$ cat src/rtl/multicycle_control_if.sv
// Control bus between the multi-cycle sequencer and the RV64 datapath.
//
// Signals
//   opcode       IR[6:0], stable from DECODE until the next fetch completes
//   mem_ready    shared instruction/data memory finishes the access this cycle
//   pc_write .. alu_op   per-step datapath controls
//   illegal_insn one-cycle pulse when DECODE sees an unsupported opcode
//   fault        sticky memory-timeout flag
//   instret      retired instruction count
//
// Memory handshake: mem_read/mem_write are level strobes.  The sequencer
// raises one on entering a memory step and holds it, unchanged, on every
// cycle until mem_ready is high at a rising clock edge.  That edge completes
// the access and moves the sequencer on.  mem_ready is ignored while no
// strobe is up.
//
// Modports
//   master  the sequencer (drives controls, reads opcode/mem_ready)
//   slave   the datapath/memory side
interface multicycle_control_if #(
    parameter int CNT_W = 32
);
    logic [6:0]       opcode;
    logic             mem_ready;
    logic             pc_write;
    logic             pc_write_cond;
    logic             pc_source;
    logic             i_or_d;
    logic             mem_read;
    logic             mem_write;
    logic             ir_write;
    logic             mem_to_reg;
    logic             reg_write;
    logic             alu_src_a;
    logic [1:0]       alu_src_b;
    logic [1:0]       alu_op;
    logic             illegal_insn;
    logic             fault;
    logic [CNT_W-1:0] instret;

    modport master (
        input  opcode, mem_ready,
        output pc_write, pc_write_cond, pc_source, i_or_d, mem_read, mem_write,
               ir_write, mem_to_reg, reg_write, alu_src_a, alu_src_b, alu_op,
               illegal_insn, fault, instret
    );

    modport slave (
        output opcode, mem_ready,
        input  pc_write, pc_write_cond, pc_source, i_or_d, mem_read, mem_write,
               ir_write, mem_to_reg, reg_write, alu_src_a, alu_src_b, alu_op,
               illegal_insn, fault, instret
    );
endinterface

$ cat src/rtl/multicycle_control.sv
// Moore-style sequencing FSM for the multi-cycle RV64 datapath.
// Supports R-type, ld, sd and beq; anything else is flagged illegal and
// skipped.  A memory step that sees MEM_WAIT_MAX consecutive not-ready
// cycles parks the sequencer in FAULT until reset.
//
// Ports
//   clk        rising-edge clock
//   reset_n    asynchronous active-low reset
//   bus        control bus (master side), see multicycle_control_if
//   dbg_state  current state encoding, for observation only
module multicycle_control #(
    parameter int MEM_WAIT_MAX = 15,   // 1..255
    parameter int CNT_W        = 32
) (
    input  logic                clk,
    input  logic                reset_n,
    multicycle_control_if.master bus,
    output logic [3:0]          dbg_state
);
    typedef enum logic [3:0] {
        IDLE     = 4'd0,
        FETCH    = 4'd1,
        DECODE   = 4'd2,
        MEM_ADDR = 4'd3,
        MEM_RD   = 4'd4,
        MEM_WB   = 4'd5,
        MEM_WR   = 4'd6,
        EXEC     = 4'd7,
        ALU_WB   = 4'd8,
        BRANCH   = 4'd9,
        FAULT    = 4'd10
    } state_e;

    localparam logic [6:0] OP_LD  = 7'b0000011;
    localparam logic [6:0] OP_SD  = 7'b0100011;
    localparam logic [6:0] OP_R   = 7'b0110011;
    localparam logic [6:0] OP_BEQ = 7'b1100011;

    // wait_q counts not-ready cycles already spent in the current memory
    // step; the current cycle is the MEM_WAIT_MAX-th when it reads MAX-1.
    localparam logic [7:0] WAIT_LAST = 8'(MEM_WAIT_MAX - 1);

    state_e           state_q, state_d;
    logic [7:0]       wait_q, wait_d;
    logic [CNT_W-1:0] instret_q, instret_d;
    logic             retire;
    logic             mem_step;
    logic             timeout;

    always_comb begin
        state_d            = state_q;
        retire             = 1'b0;
        mem_step           = 1'b0;
        bus.pc_write       = 1'b0;
        bus.pc_write_cond  = 1'b0;
        bus.pc_source      = 1'b0;
        bus.i_or_d         = 1'b0;
        bus.mem_read       = 1'b0;
        bus.mem_write      = 1'b0;
        bus.ir_write       = 1'b0;
        bus.mem_to_reg     = 1'b0;
        bus.reg_write      = 1'b0;
        bus.alu_src_a      = 1'b0;
        bus.alu_src_b      = 2'b00;
        bus.alu_op         = 2'b00;
        bus.illegal_insn   = 1'b0;
        bus.fault          = 1'b0;
        timeout            = (wait_q == WAIT_LAST) && !bus.mem_ready;

        case (state_q)
            IDLE: state_d = FETCH;
            FETCH: begin
                mem_step      = 1'b1;
                bus.mem_read  = 1'b1;
                bus.alu_src_b = 2'b01;     // PC + 4
                // IR and PC load only on the completing cycle.
                bus.ir_write  = bus.mem_ready;
                bus.pc_write  = bus.mem_ready;
                if (bus.mem_ready) state_d = DECODE;
                else if (timeout)  state_d = FAULT;
            end
            DECODE: begin
                bus.alu_src_b = 2'b10;     // PC + imm: branch target into ALUOut
                case (bus.opcode)
                    OP_LD, OP_SD: state_d = MEM_ADDR;
                    OP_R:         state_d = EXEC;
                    OP_BEQ:       state_d = BRANCH;
                    default: begin
                        bus.illegal_insn = 1'b1;
                        state_d          = FETCH;
                    end
                endcase
            end
            MEM_ADDR: begin
                bus.alu_src_a = 1'b1;
                bus.alu_src_b = 2'b10;
                state_d       = (bus.opcode == OP_LD) ? MEM_RD : MEM_WR;
            end
            MEM_RD: begin
                mem_step     = 1'b1;
                bus.mem_read = 1'b1;
                bus.i_or_d   = 1'b1;
                if (bus.mem_ready) state_d = MEM_WB;
                else if (timeout)  state_d = FAULT;
            end
            MEM_WB: begin
                bus.reg_write  = 1'b1;
                bus.mem_to_reg = 1'b1;
                retire         = 1'b1;
                state_d        = FETCH;
            end
            MEM_WR: begin
                mem_step      = 1'b1;
                bus.mem_write = 1'b1;
                bus.i_or_d    = 1'b1;
                if (bus.mem_ready) begin
                    retire  = 1'b1;
                    state_d = FETCH;
                end else if (timeout) begin
                    state_d = FAULT;
                end
            end
            EXEC: begin
                bus.alu_src_a = 1'b1;
                bus.alu_op    = 2'b10;
                state_d       = ALU_WB;
            end
            ALU_WB: begin
                bus.reg_write = 1'b1;
                retire        = 1'b1;
                state_d       = FETCH;
            end
            BRANCH: begin
                bus.alu_src_a     = 1'b1;
                bus.alu_op        = 2'b01;
                bus.pc_write_cond = 1'b1;
                bus.pc_source     = 1'b1;
                retire            = 1'b1;
                state_d           = FETCH;
            end
            FAULT: bus.fault = 1'b1;
            default: state_d = IDLE;
        endcase

        if (state_d != state_q)           wait_d = 8'd0;
        else if (mem_step && !bus.mem_ready) wait_d = wait_q + 8'd1;
        else                              wait_d = wait_q;

        instret_d = instret_q + {{(CNT_W-1){1'b0}}, retire};
    end

    always_ff @(posedge clk or negedge reset_n) begin
        if (!reset_n) begin
            state_q   <= IDLE;
            wait_q    <= 8'd0;
            instret_q <= '0;
        end else begin
            state_q   <= state_d;
            wait_q    <= wait_d;
            instret_q <= instret_d;
        end
    end

    assign bus.instret = instret_q;
    assign dbg_state   = state_q;
endmodule

$ cat src/flat_wrapper.sv
// flat-port wrapper written by rule: the top's interface ports become plain ports
module multicycle_control_flat 
#(
    parameter int MEM_WAIT_MAX = 15,            
    parameter int CNT_W        = 32
)
  (clk, reset_n, dbg_state, bus_opcode, bus_mem_ready, bus_pc_write, bus_pc_write_cond, bus_pc_source, bus_i_or_d, bus_mem_read, bus_mem_write, bus_ir_write, bus_mem_to_reg, bus_reg_write, bus_alu_src_a, bus_alu_src_b, bus_alu_op, bus_illegal_insn, bus_fault, bus_instret);
  multicycle_control_if #(.CNT_W(CNT_W)) bus_i ();
  input  logic clk;
  input  logic reset_n;
  output logic [3:0] dbg_state;
  input wire logic [$bits(bus_i.opcode)-1:0] bus_opcode;
  input wire logic [$bits(bus_i.mem_ready)-1:0] bus_mem_ready;
  output wire logic [$bits(bus_i.pc_write)-1:0] bus_pc_write;
  output wire logic [$bits(bus_i.pc_write_cond)-1:0] bus_pc_write_cond;
  output wire logic [$bits(bus_i.pc_source)-1:0] bus_pc_source;
  output wire logic [$bits(bus_i.i_or_d)-1:0] bus_i_or_d;
  output wire logic [$bits(bus_i.mem_read)-1:0] bus_mem_read;
  output wire logic [$bits(bus_i.mem_write)-1:0] bus_mem_write;
  output wire logic [$bits(bus_i.ir_write)-1:0] bus_ir_write;
  output wire logic [$bits(bus_i.mem_to_reg)-1:0] bus_mem_to_reg;
  output wire logic [$bits(bus_i.reg_write)-1:0] bus_reg_write;
  output wire logic [$bits(bus_i.alu_src_a)-1:0] bus_alu_src_a;
  output wire logic [$bits(bus_i.alu_src_b)-1:0] bus_alu_src_b;
  output wire logic [$bits(bus_i.alu_op)-1:0] bus_alu_op;
  output wire logic [$bits(bus_i.illegal_insn)-1:0] bus_illegal_insn;
  output wire logic [$bits(bus_i.fault)-1:0] bus_fault;
  output wire logic [$bits(bus_i.instret)-1:0] bus_instret;
  assign bus_i.opcode = bus_opcode;
  assign bus_i.mem_ready = bus_mem_ready;
  assign bus_pc_write = bus_i.pc_write;
  assign bus_pc_write_cond = bus_i.pc_write_cond;
  assign bus_pc_source = bus_i.pc_source;
  assign bus_i_or_d = bus_i.i_or_d;
  assign bus_mem_read = bus_i.mem_read;
  assign bus_mem_write = bus_i.mem_write;
  assign bus_ir_write = bus_i.ir_write;
  assign bus_mem_to_reg = bus_i.mem_to_reg;
  assign bus_reg_write = bus_i.reg_write;
  assign bus_alu_src_a = bus_i.alu_src_a;
  assign bus_alu_src_b = bus_i.alu_src_b;
  assign bus_alu_op = bus_i.alu_op;
  assign bus_illegal_insn = bus_i.illegal_insn;
  assign bus_fault = bus_i.fault;
  assign bus_instret = bus_i.instret;
  multicycle_control #(.MEM_WAIT_MAX(MEM_WAIT_MAX), .CNT_W(CNT_W)) u_core (.clk(clk), .reset_n(reset_n), .bus(bus_i), .dbg_state(dbg_state));
endmodule
$ cat config.mk
export PLATFORM = sky130hd
export DESIGN_NAME = multicycle_control_flat
export DESIGN_NICKNAME = d
export VERILOG_FILES = /design/src/rtl/multicycle_control_if.sv /design/src/rtl/multicycle_control.sv /design/src/flat_wrapper.sv
export SDC_FILE = /design/constraint.sdc
export NUM_CORES = 1
export LEC_CHECK = 0
export BUFFER_PORTS_ARGS = -buffer_cell sky130_fd_sc_hd__clkbuf_2
export CAP_MARGIN = 10
export CORE_MARGIN = 4
export CORE_UTILIZATION = 47
export DETAILED_ROUTE_END_ITERATION = 6
export GPL_TIMING_DRIVEN = 0
export PLACE_DENSITY = 0.75
export SETUP_SLACK_MARGIN = 0.3
export SLEW_MARGIN = 10
export SYNTH_ARGS = -nofsm -noshare
export SYNTH_HDL_FRONTEND = slang
export SYNTH_SLANG_ARGS = --single-unit
$ cat constraint.sdc
create_clock -name clk -period 2.55 [get_ports clk]
set_input_delay 0.255 -clock clk [delete_from_list [all_inputs] [get_ports clk]]
set_output_delay 0.255 -clock clk [all_outputs]
set_load 0.05 [all_outputs]
Word level (Yosys, flattened, before mapping). Index checks and enable logic that the tools add are counted. W data, S select, Z words.

Add/subtract/negate cells: 2. Equal/unequal tests: 16. Multiplexer cells: 25. Reductions and logical operators: 15.

Operators with widths (number): $add A32 B1 Y32 (1); $pmux W4 S8 (1); $eq A4 B3 Y1 const B (4); $mux W4 (4); $mux W8 (2); $eq A7 B6 Y1 const B (2); $mux W1 (13); $eq A4 B4 Y1 const B (3); $pmux W4 S3 (1); $reduce_or A2 Y1 (5); $reduce_or A3 Y1 (3); $add A8 B1 Y8 const B (1); $eq A4 B2 Y1 const B (2); $eq A8 B4 Y1 const B (1); $pmux W2 S2 (2); $reduce_or A4 Y1 (2); $eq A7 B2 Y1 const B (1); $eq A7 B7 Y1 const B (1); $eq A4 B1 Y1 const B (1); $logic_not A4 Y1 (1); $ne A4 B4 Y1 (1); $logic_and A1 B1 Y1 (2); $mux W2 (1); $pmux W1 S2 (1); 2 further kinds (2).

Flip-flop bits (word level): 44. Input bits: 10. Output and inout bits: 52.

Longest topological paths before layout. Gate-level depths: netlist (run 1).

Depth in word-level cells: 7. Gate-level depth with buffers: 12. Gate-level depth less buffers: 11.

Worst setup path after synthesis (run 1). No wires, ideal clock.

Kind: reg2out. Start point: register u_core.state_q[1], in the netlist u_core.dbg_state[1]. End point: output port bus_illegal_insn. Arrival time: 3.440 ns. Path slack: -1.145 ns. Cell stages (with the launch flop): 5. Cells stage by stage: dfrtp_1 -> buf_2 -> inv_1 -> nor3_1 -> nor3b_1.

Cells in the longest elaborated chain, start to end: 2.

Ends and longest elaborated chain: start: declaration (line multicycle_control.sv:43) `state_e state_q, state_d;`; start signal: assignment (line multicycle_control.sv:158) `state_q <= state_d;`; $eq A4 B2 Y1 (line multicycle_control.sv:70) `case (state_q)`; $mux W1 (line multicycle_control.sv:70); end: declaration (line flat_wrapper.sv:26) `output wire logic [$bits(bus_i.illegal_insn)-1:0] bus_illegal_insn;`.

No other way between the ends.

Final worst setup path (run 1).
Start point: register u_core.state_q[2], in the netlist u_core.dbg_state[2]. End point: register u_core.instret_q[23], in the netlist u_core.bus.instret[23].

Cells in the longest elaborated chain, start to end: 4. Elaborated cells between the ends (all ways): 7.

Ends and longest elaborated chain: $eq A4 B3 Y1 / $eq A4 B4 Y1 (equally long branches) (line multicycle_control.sv:70); $reduce_or A3 Y1 (no source line); $pmux W1 S2 * (line multicycle_control.sv:70); $add A32 B1 Y32 * (line multicycle_control.sv:149) `instret_d = instret_q + {{(CNT_W-1){1'b0}}, retire};`; via u_core.instret_d[23] (line multicycle_control.sv:45) `logic [CNT_W-1:0] instret_q, instret_d;`; end signal: assignment (line multicycle_control.sv:160) `instret_q <= instret_d;`; end: declaration (line multicycle_control.sv:45).

Mark *: on every way through the listed nets, which the timed path passes. The rest lies on a longest branch. A chain may end at the register's enable or synchronous reset.

==> out/qor.yml, run 1 <==
swShare_pct: 47.7
boundaryPins: 62
leakagePower_nw: 1.64
postSynthCellCount: 245
gp_congestion: 0.817
cp.required_ns: 2.76
wl_met3_um: 357
die_area_um2: 6250
fin_ws_ns: -0.0631
ys_types: 52
syn-cell-area_um2: 2370
final_antenna_net_count: 0
cts_root_buffer: "clkbuf_8"
die_w_um: 79.1
p_seq_share_pct: 30.8
end_kind: "flop"
layout.nets: 346
finalCritPeriodShare_pct: 102
critical_path.max_stage_delay_ns: 0.42
numCtsBuffers: 5
rsz0062_at_grt: "yes"
nFillCells: 369
holdCritPathClass: "input pin to async pin"
placed_cells: 372
comb_power_share_pct: 53.2
worstPathCellList: "clkbuf_8, nand2b_4, o22ai_2, ha_2, buf_6, and3_4, nand4_1, or3_1, buf_6, and2b_2, xor2_1"
vdd_drop_max_uv: 637
num_antenna_cells: 0
dp_hpwl_um: 3730
p_sw_mw: 1.34
drive_above_1_share_pct: 44.1
worst_slew_margin_rel_pct: 35.0
post-place-ws_ns: -0.245
clockBufferDepth: 2
clkPwrFrac_pct: 15.9
worst_clock_skew_ns: 0.00585
grt_max_degree: 45
ctsHoldBuffers: 0
syn_to_final_growth_pct: 39.6
cp_slowest_cell: "dfrtp_2"
startpoint_type: "flop"
cp_common_cell: "buf_6"
postSynthAreaPerCell_um2: 9.69
path_class: "flop to flop"
num_vias: 2125
synthArstFlopShare_pct: 100
utilization_pct: 68.8
cts-htree-levels: 2
synth_edf_count: 0
worst_ep_arrival_time_ns: 2.82
port_buffers: 60
outcome: "complete, but fails checks"
cts_tree: "built"
route.layer.met1.wl_um: 2580
vias_per_cell: 5.31
path_clk_slew_ns: 0.08
antenna_found_initial: 0
setup_viol: 1
ys_ff_latch: 44
worst-slew-pin-transition_ns: 0.975
max_freq_mhz: 383
maxUsedRoutingLayer: "met4"
multiInputGateArea_um2: 1410
cts.sinks: 44
drt-pass1-iter-count: 4
totalWireLength_um: 5820
ys_seq_area_share_pct: 46.4
violations: "negative setup slack"
rows: 25
grt_use_total_pct: 19.1
period_minus_slack_ns: 2.61
grt_pass1_vias: 2004
regToRegSetupSlack_ns: -0.06
core_um2: 4820
internal_power_mw: 1.47
yosys_warnings: 0
wl_met2_um: 2850
maxSlewViolCount: 0
path_max_fanout: 10
synthFlopType: "dfrtp_1"
overflow: 0
seqCellArea_um2: 1110
initial_core_util_pct: 49.3
finalHoldViolCount: 0
cellPowerDensity_nw_per_um2: 848
syn-num-nets: 259
drc: 0
instances_no_fill: 400
drt_iter0_drc: 155
die_h_um: 79.1
clock_latency_ns: 0.30
post_drt_wl_per_cell_um: 14.5
fin_setup_tns_ns: -0.0631
maxCapViolCount: 0
grt_pass1_wl_um: 9560
-- cell usage after synthesis (2+ instances only) --
cell / count / share of area, %
ha_1: 4 / 2.1
nand2b_1: 3 / 0.79
xor2_1: 18 / 6.6
dfrtp_1: 44 / 46
nand4_1: 6 / 1.6
and2_1: 2 / 0.53
xnor2_1: 20 / 7.4
inv_1: 8 / 1.3
buf_4: 3 / 0.95
buf_2: 2 / 0.42
nand2_1: 21 / 3.3
nor4_1: 2 / 0.53
clkbuf_1: 5 / 0.79
a21o_1: 2 / 0.63
nor2_1: 27 / 4.3
o21ai_0: 5 / 1.1
nor3_1: 20 / 4.2
and3_1: 4 / 1.1
and4_1: 2 / 0.74
a21oi_1: 3 / 0.63
or3_1: 3 / 0.79
nand3_1: 11 / 2.3
-- logic make-up after synthesis --
logic type      Yosys count  synth area share (%)
mux                       1                 0.422
xor+xnor                 38                  14.0
simple gates            113                  25.1
flops                    44                  46.4
buf+inv                  21                  4.27
fa+ha+maj                 5                  2.53
compound gates           23                  7.32
-- sequential cells by signal, summed over array words and instances (netlist names) --
| name | count |
|---|---|
| u_core.dbg_state | 4 |
| u_core.bus.instret | 32 |
| u_core.wait_q | 8 |
-- power groups by stage --
stage	Sequential [mW]	Clock (mW)	Combinational (mW)
2_1_floorplan	1.07	0	0.829
6_report	0.867	0.447	1.50
5_1_grt	0.881	0.487	1.60
3_5_place_dp	0.873	0	1.32
4_1_cts	0.863	0.464	1.45
3_3_place_gp	0.870	0	1.30
-- critical path, delay by kind of cell (launching register included) --
kind            cells  cell delay, ns
xor+xnor            1            0.17
compound gates      1            0.18
flops               1            0.42
buf+inv             3            0.42
fa+ha+maj           1            0.22
simple gates        5            1.12
-- layout by cell type, fill, tap and decap left out, types with 2 or more instances in the layout --
| cell | count |
|---|---|
| nor2_1 | 19 |
| xor2_1 | 18 |
| ha_1 | 2 |
| inv_1 | 7 |
| xnor2_1 | 17 |
| a21oi_1 | 2 |
| clkinv_2 | 2 |
| and3_1 | 4 |
| a21o_1 | 2 |
| or3_1 | 3 |
| nand4_1 | 6 |
| clkbuf_8 | 7 |
| buf_8 | 3 |
| nand3_2 | 2 |
| nor3_2 | 3 |
| clkbuf_2 | 61 |
| nor2_4 | 8 |
| buf_6 | 7 |
| nand2_1 | 19 |
| o21ai_0 | 5 |
| dfrtp_1 | 40 |
| nand2b_4 | 2 |
| buf_2 | 2 |
| xnor2_2 | 3 |
| nand3_1 | 10 |
| buf_4 | 17 |
| nor3_4 | 6 |
| and2_1 | 2 |
| nor4_1 | 2 |
| dfrtp_2 | 4 |
| nor3_1 | 11 |
-- layout make-up --
type | instances | area share [%]
Buffer | 13 | 3.40
Tap cell | 67 | 2.53
Inverter | 8 | 1.02
Multi-Input combinational cell | 180 | 42.4
Timing Repair Buffer | 80 | 14.5
Sequential cell | 44 | 33.4
Clock inverter | 2 | 0.302
Clock buffer | 6 | 2.49
-- timing repair --
| item | in CTS | in global routing |
|---|---|---|
| buffers inserted | 15 | 5 |
| setup endpoints to repair | 28 | 29 |
| resized for setup | 32 | 23 |
| pin swaps | 10 | 11 |
| gates cloned | 0 | 0 |
-- layer usage --
metal / GRT usage [%] / up-vias
li1: - / 1015
met1: 26.1 / 1041
met2: 29.9 / 67
met3: 4.54 / 2
met4: 6.36 / 0
met5: 0 / -
-- metrics by stage --
stage | cell area (um2) | hold slack [ns] | total power [mW]
6_report | 3310 | 0.117 | 2.81
5_1_grt | 3310 | 0.196 | 2.96
3_5_place_dp | 2850 | 0.471 | 2.19
4_1_cts | 3190 | 0.191 | 2.78
2_1_floorplan | 2460 | -0.0406 | 1.90
3_3_place_gp | 2850 | 0.456 | 2.17
-- final timing paths --
path,endpoint,depth (start not counted),from
setup / recovery,u_core.bus.instret[23]$_DFF_PN0_,11,u_core.dbg_state[2]$_DFF_PN0_
min in group clk,u_core.dbg_state[1]$_DFF_PN0_,5,bus_opcode[5]
hold reg to reg,u_core.bus.instret[31]$_DFF_PN0_,1,u_core.bus.instret[31]$_DFF_PN0_
setup reg to reg,u_core.bus.instret[23]$_DFF_PN0_,11,u_core.dbg_state[2]$_DFF_PN0_
hold / removal,u_core.dbg_state[3]$_DFF_PN0_,1,reset_n
max in group asynchronous,u_core.dbg_state[2]$_DFF_PN0_,1,reset_n
(Power assumes the default switching activity.)
==> run 2, diff against run 1 <==
--- a/config.mk
+++ b/config.mk
@@ -12,7 +12,7 @@
 export DETAILED_ROUTE_END_ITERATION = 6
 export GPL_TIMING_DRIVEN = 0
 export PLACE_DENSITY = 0.75
-export SETUP_SLACK_MARGIN = 0.3
+export SETUP_SLACK_MARGIN = 0.5
 export SLEW_MARGIN = 10
 export SYNTH_ARGS = -nofsm -noshare
 export SYNTH_HDL_FRONTEND = slang
==> out/qor.yml, run 2 (same netlist as run 1, synthesis figures left out) <==
drc: 0  # unchanged
cellPowerDensity_nw_per_um2: 885  # +4.3%
syn_to_final_growth_pct: 49.4
path_max_fanout: 8  # -2
totalWireLength_um: 6480  # +11%
cts_tree: "built"
boundaryPins: 62  # unchanged
grt_pass1_wl_um: 9720  # +1.7%
die_h_um: 79.1  # unchanged
worst_slew_margin_rel_pct: 35.4  # +0.39 points
clock_latency_ns: 0.30  # about the same
initial_core_util_pct: 49.3  # unchanged
cp_common_cell: "buf_6"
die_area_um2: 6250  # unchanged
cts_root_buffer: "clkbuf_8"
path_clk_slew_ns: 0.08  # about the same
num_antenna_cells: 0  # unchanged
overflow: 0  # unchanged
die_w_um: 79.1  # unchanged
leakagePower_nw: 1.75  # +6.3%
final_common_cell: "clkbuf_2"
grt_use_total_pct: 20.2  # +1.1 points
num_vias: 2193  # +3.2%
violations: "negative setup slack"
finalHoldViolCount: 0  # unchanged
fin_ws_ns: -0.0710  # -0.00790 ns
dp_hpwl_um: 3670  # -1.6%
numCtsBuffers: 5  # unchanged
gp_congestion: 0.820  # +0.43%
finalInstanceArea_um2: 3550  # +7.1%
rows: 25  # unchanged
holdCritPathClass: "input pin to async pin"
period_minus_slack_ns: 2.62  # +0.00790 ns
maxSlewViolCount: 0  # unchanged
setup_viol: 6  # +5
vias_per_cell: 5.35  # +0.68%
grt_max_degree: 45  # unchanged
rsz0062_at_grt: "yes"
drt_iter0_drc: 157  # +1.3%
startpoint_type: "flop"
port_buffers: 60  # unchanged
outcome: "complete, but fails checks"
final_antenna_net_count: 0  # unchanged
antenna_found_initial: 0  # unchanged
drive_above_1_share_pct: 47.8  # +3.7 points
grt_pass1_vias: 2027  # +1.1%
path_class: "flop to flop"
worst-slew-pin-transition_ns: 0.969  # -0.00590 ns
seqCellArea_um2: 1110  # unchanged
maxCapViolCount: 0  # unchanged
ctsHoldBuffers: 0  # unchanged
largest_register_ffs: 32  # unchanged
worst_ep_arrival_time_ns: 2.85  # +0.03 ns
layout.nets: 356  # +2.9%
clockBufferDepth: 2  # unchanged
cts-htree-levels: 2  # unchanged
end_kind: "flop"
max_freq_mhz: 382  # -0.30%
vdd_drop_max_uv: 680  # +6.7%
worstPathCellList: "buf_8, clkinvlp_4, nor2_4, a21oi_2, o22ai_4, ha_4, buf_6, and3_4, nand4_1, or3_1, buf_6, and2b_2, xor2_1"
worst_clock_skew_ns: 0.0105  # +0.00462 ns
cp.required_ns: 2.78  # +0.02 ns
cts.sinks: 44  # unchanged
core_um2: 4820  # unchanged
finalCritPeriodShare_pct: 103  # +0.31 points
nFillCells: 345  # -6.5%
cp_slowest_cell: "or3_1"
fin_setup_tns_ns: -0.160  # -0.0968 ns
layout_common_cells: "clkbuf_2, dfrtp_1, buf_4, nand2_1, xor2_1"
drt-pass1-iter-count: 4  # unchanged
post_dp_cell_area_um2: 2850  # unchanged
critical_path.max_stage_delay_ns: 0.42  # about the same
multiInputGateArea_um2: 1480  # +5.1%
post_drt_wl_per_cell_um: 15.8  # +8.7%
run 2: what timing repair did:
item	in CTS	in global routing
hold endpoints to repair	0	0
resized for setup	39	60
pin swaps	14	16
setup endpoints to repair	37	44
buffers inserted	14	16
run 2: power by group:
group          internal (mW)  switching [mW]  leakage, nW
sequential             0.775           0.103        0.581
clock                  0.346           0.240       0.0645
combinational          0.610            1.07         1.10
run 2: final cells by class:
type / instances / share of cell area [%]
plain buffers: 13 / 3.49
clock buffers: 7 / 2.72
clock inverters: 1 / 0.846
inverters: 8 / 0.952
multi-input cells: 180 / 41.6
flip-flops and latches: 44 / 31.2
well taps: 67 / 2.36
repair buffers: 90 / 16.8
run 2: per-stage QoR:
stage | cells | hold WS [ns] | util, % | power, mW | setup slack, ns
floorplan | 245 | -0.0406 | - | 1.90 | -0.105
global placement | 372 | 0.456 | 59.1 | 2.17 | -0.271
detailed placement | 372 | 0.467 | 59.1 | 2.19 | -0.268
CTS | 394 | 0.193 | 67.2 | 2.88 | -0.0767
global route | 410 | 0.175 | 73.7 | 3.30 | -0.169
finish | 410 | 0.106 | 73.7 | 3.14 | -0.0710
run 2: per-layer routing:
metal,track usage (%),vias up,share of wire (%)
li1,-,1036,-
met1,25.3,1082,41
met2,33.0,66,53
met3,6.35,9,4.7
met4,6.53,0,1.5
met5,0,-,0
run 2: worst paths after layout:
path                                                   from                               end  slack [ns]  depth (start not counted)
min reg2reg                u_core.bus.instret[31]$_DFF_PN0_  u_core.bus.instret[31]$_DFF_PN0_        0.47                          1
min in group clk                              bus_opcode[5]     u_core.dbg_state[1]$_DFF_PN0_        0.39                          5
max in group asynchronous                           reset_n     u_core.dbg_state[1]$_DFF_PN0_        1.79                          1
max reg2reg                   u_core.dbg_state[1]$_DFF_PN0_  u_core.bus.instret[23]$_DFF_PN0_       -0.07                         13
max                           u_core.dbg_state[1]$_DFF_PN0_  u_core.bus.instret[23]$_DFF_PN0_       -0.07                         13
min                                                 reset_n     u_core.dbg_state[3]$_DFF_PN0_        0.11                          1
run 2: worst max-delay path: cells and delay by family, from the launching register on:
family | cells | cell delay, ns
compound gates | 2 | 0.23
xor+xnor | 1 | 0.13
fa+ha+maj | 1 | 0.16
buf+inv | 4 | 0.50
flops | 1 | 0.40
simple gates | 5 | 1.12
==> run 3, diff against run 2 <==
--- a/config.mk
+++ b/config.mk
@@ -5,14 +5,15 @@
 export SDC_FILE = /design/constraint.sdc
 export NUM_CORES = 1
 export LEC_CHECK = 0
+export ABC_AREA = 1
 export BUFFER_PORTS_ARGS = -buffer_cell sky130_fd_sc_hd__clkbuf_2
 export CAP_MARGIN = 10
 export CORE_MARGIN = 4
-export CORE_UTILIZATION = 47
+export CORE_UTILIZATION = 36
 export DETAILED_ROUTE_END_ITERATION = 6
 export GPL_TIMING_DRIVEN = 0
-export PLACE_DENSITY = 0.75
 export SETUP_SLACK_MARGIN = 0.5
+export SKIP_LAST_GASP = 1
 export SLEW_MARGIN = 10
 export SYNTH_ARGS = -nofsm -noshare
 export SYNTH_HDL_FRONTEND = slang
==> out/qor.yml, run 3 <==
outcome: "finished clean"
ys_seq_area_share_pct: 42.2  # -4.2 points
cp.required_ns: 2.78  # about the same
route.layer.met1.wl_um: 2910  # +11%
path_max_fanout: 6  # -2
r2r_start: "u_core.dbg_state[2]$_DFF_PN0_"
post_dp_cell_area_um2: 3150  # +11%
maxCapViolCount: 0  # unchanged
post_drt_wl_per_cell_um: 12.8  # -19%
cts_tree: "built"
setup_viol: 0  # -6
final_antenna_net_count: 0  # unchanged
worst_slew_margin_rel_pct: 33.8  # -1.6 points
totalWireLength_um: 6690  # +3.2%
grt_pass1_wl_um: 11000  # +13%
yosys_warnings: 0  # unchanged
grt_use_total_pct: 15.9  # -4.3 points
synth_edf_count: 0  # unchanged
holdCritPathClass: "input pin to async pin"
initial_core_util_pct: 37.8  # -11 points
syn_to_final_growth_pct: 40.1
maxSlewViolCount: 0  # unchanged
comb_power_share_pct: 51.5  # -1.9 points
worst_clock_skew_ns: 0.0111  # +0.000606 ns
end_kind: "flop"
finalInstanceArea_um2: 3660  # +3.1%
synthFlopType: "dfrtp_1"
port_buffers: 61  # +1.7%
post-place-ws_ns: 0.142  # +0.410 ns
instances_no_fill: 523  # +28%
wl_met3_um: 304  # +0.66%
drc: 0  # unchanged
worst-slew-pin-transition_ns: 0.993  # +0.0242 ns
whs_ns: 0.102  # -0.00370 ns
cts_root_buffer: "clkbuf_8"
utilization_pct: 53.0  # -21 points
ys_ff_latch: 44  # unchanged
grt_pass1_vias: 2366  # +17%
vias_per_cell: 4.69  # -12%
dp_hpwl_um: 4880  # +33%
path_clk_slew_ns: 0.09  # about the same
fin_ws_ns: 0.292  # +0.363 ns
cellPowerDensity_nw_per_um2: 828  # -6.4%
p_seq_share_pct: 30.1  # +2.1 points
synth_common_cells: "nand2_1, dfrtp_1, nor2_1"
max_freq_mhz: 443  # +16%
clkPwrFrac_pct: 18.3  # -0.3 points
finalCritPeriodShare_pct: 88.5  # -14 points
critPathLaunch: "u_core.dbg_state[2]$_DFF_PN0_"
core_um2: 6910  # +43%
rows: 30  # +20%
postSynthCellCount: 327  # +33%
maxUsedRoutingLayer: "met4"
antenna_found_initial: 0  # unchanged
yosysMostFrequentCell: "nand2_1"
worst_ep_arrival_time_ns: 2.48  # -0.37 ns
placed_cells: 484  # +30%
die_area_um2: 8680  # +39%
final_common_cell: "nand2_1"
layout.nets: 440  # +24%
path_class: "flop to flop"
internal_power_mw: 1.56  # -9.8%
yosysTopAreaCell: "dfrtp_1"
boundaryPins: 62  # unchanged
cts.sinks: 44  # unchanged
ys_types: 30  # -42%
drive_above_1_share_pct: 38.9  # -8.9 points
num_vias: 2452  # +12%
fin_setup_tns_ns: 0  # +0.160 ns
ctsHoldBuffers: 0  # unchanged
startpoint_type: "flop"
overflow: 0  # unchanged
largest_register_ffs: 32  # unchanged
gp_congestion: 0.924  # +13%
drt_iter0_drc: 84  # -46%
die_h_um: 93.2  # +18%
die_w_um: 93.2  # +18%
cts-htree-levels: 2  # unchanged
wl_met2_um: 3360  # -2.6%
synth_area_leaders: "dfrtp_1, nand2_1, xor2_1, nor2_1, inv_1"
layout_common_cells: "nand2_1, clkbuf_2, dfrtp_1, inv_1, nor2_1"
vdd_drop_max_uv: 700  # +2.9%
clock_latency_ns: 0.31  # about the same
clockBufferDepth: 2  # unchanged
yosysTopAreaCellShare_pct: 42.2  # -4.2 points
grt_max_degree: 45  # unchanged
syn-cell-area_um2: 2610  # +10%
drt-pass1-iter-count: 5  # +1
postSynthAreaPerCell_um2: 7.99  # -18%
period_minus_slack_ns: 2.26  # -0.363 ns
syn-num-nets: 341  # +32%
numCtsBuffers: 5  # unchanged
p_total_mw: 3.03  # -3.5%
swShare_pct: 48.5  # +3.6 points
p_sw_mw: 1.47  # +4.2%
num_antenna_cells: 0  # unchanged
leakagePower_nw: 1.94  # +11%
finalHoldViolCount: 0  # unchanged
synthArstFlopShare_pct: 100  # unchanged
rsz0062_at_grt: "yes"
[run 3: final cells by class]
class,instances,area [um2]
Sequential cell,44,1110
Timing Repair Buffer,92,574
Buffer,5,41.3
Multi-Input combinational cell,240,1540
Fill cell,684,3250
Inverter,38,158
Clock inverter,3,46.3
Clock buffer,5,68.8
Tap cell,96,120
[run 3: what timing repair did]
action	CTS	global route
gates cloned	0	0
setup buffers	22	9
gates resized for setup	20	19
pin swaps	13	8
endpoints found under the setup margin	16	25
[run 3: kinds of logic after synthesis]
kind of cell | synth area share (%)
fa+ha+maj | 1.92
simple gates | 34.6
buf+inv | 7.00
xor+xnor | 12.1
flops | 42.2
compound gates | 2.20
[run 3: power groups by stage]
| stage | Clock (mW) | Combinational [mW] | Sequential (mW) |
|---|---|---|---|
| floorplan | 0 | 0.868 | 1.13 |
| global placement | 0 | 1.37 | 0.911 |
| detailed placement | 0 | 1.38 | 0.912 |
| CTS | 0.576 | 1.51 | 0.906 |
| global route | 0.608 | 1.69 | 0.926 |
| finish | 0.556 | 1.56 | 0.913 |
[run 3: worst max-delay path: stages (launching register included)]
cell	delay, ns
dfrtp_2	0.50
inv_4	0.07
nor2_4	0.15
nand2_2	0.08
nand4_1	0.16
ha_4	0.19
ha_4	0.14
nand2_4	0.05
nor2_4	0.15
nand2_4	0.08
nor2_4	0.19
nand3_2	0.13
nor2_2	0.11
xor2_1	0.17
[run 3: metal layers]
metal	vias to the layer above	GRT usage [%]
li1	1232	-
met1	1138	19.8
met2	66	26.3
met3	16	4.51
met4	0	5.49
met5	-	0
[run 3: worst paths after layout]
kind,to,slack (ns),depth (start not counted)
min in group clk,u_core.dbg_state[0]$_DFF_PN0_,0.29,3
max in group asynchronous,u_core.dbg_state[1]$_DFF_PN0_,1.77,1
setup / recovery,u_core.bus.instret[20]$_DFF_PN0_,0.29,13
setup reg to reg,u_core.bus.instret[20]$_DFF_PN0_,0.29,13
hold reg to reg,u_core.bus.instret[30]$_DFF_PN0_,0.51,1
hold / removal,u_core.bus.instret[3]$_DFF_PN0_,0.10,1
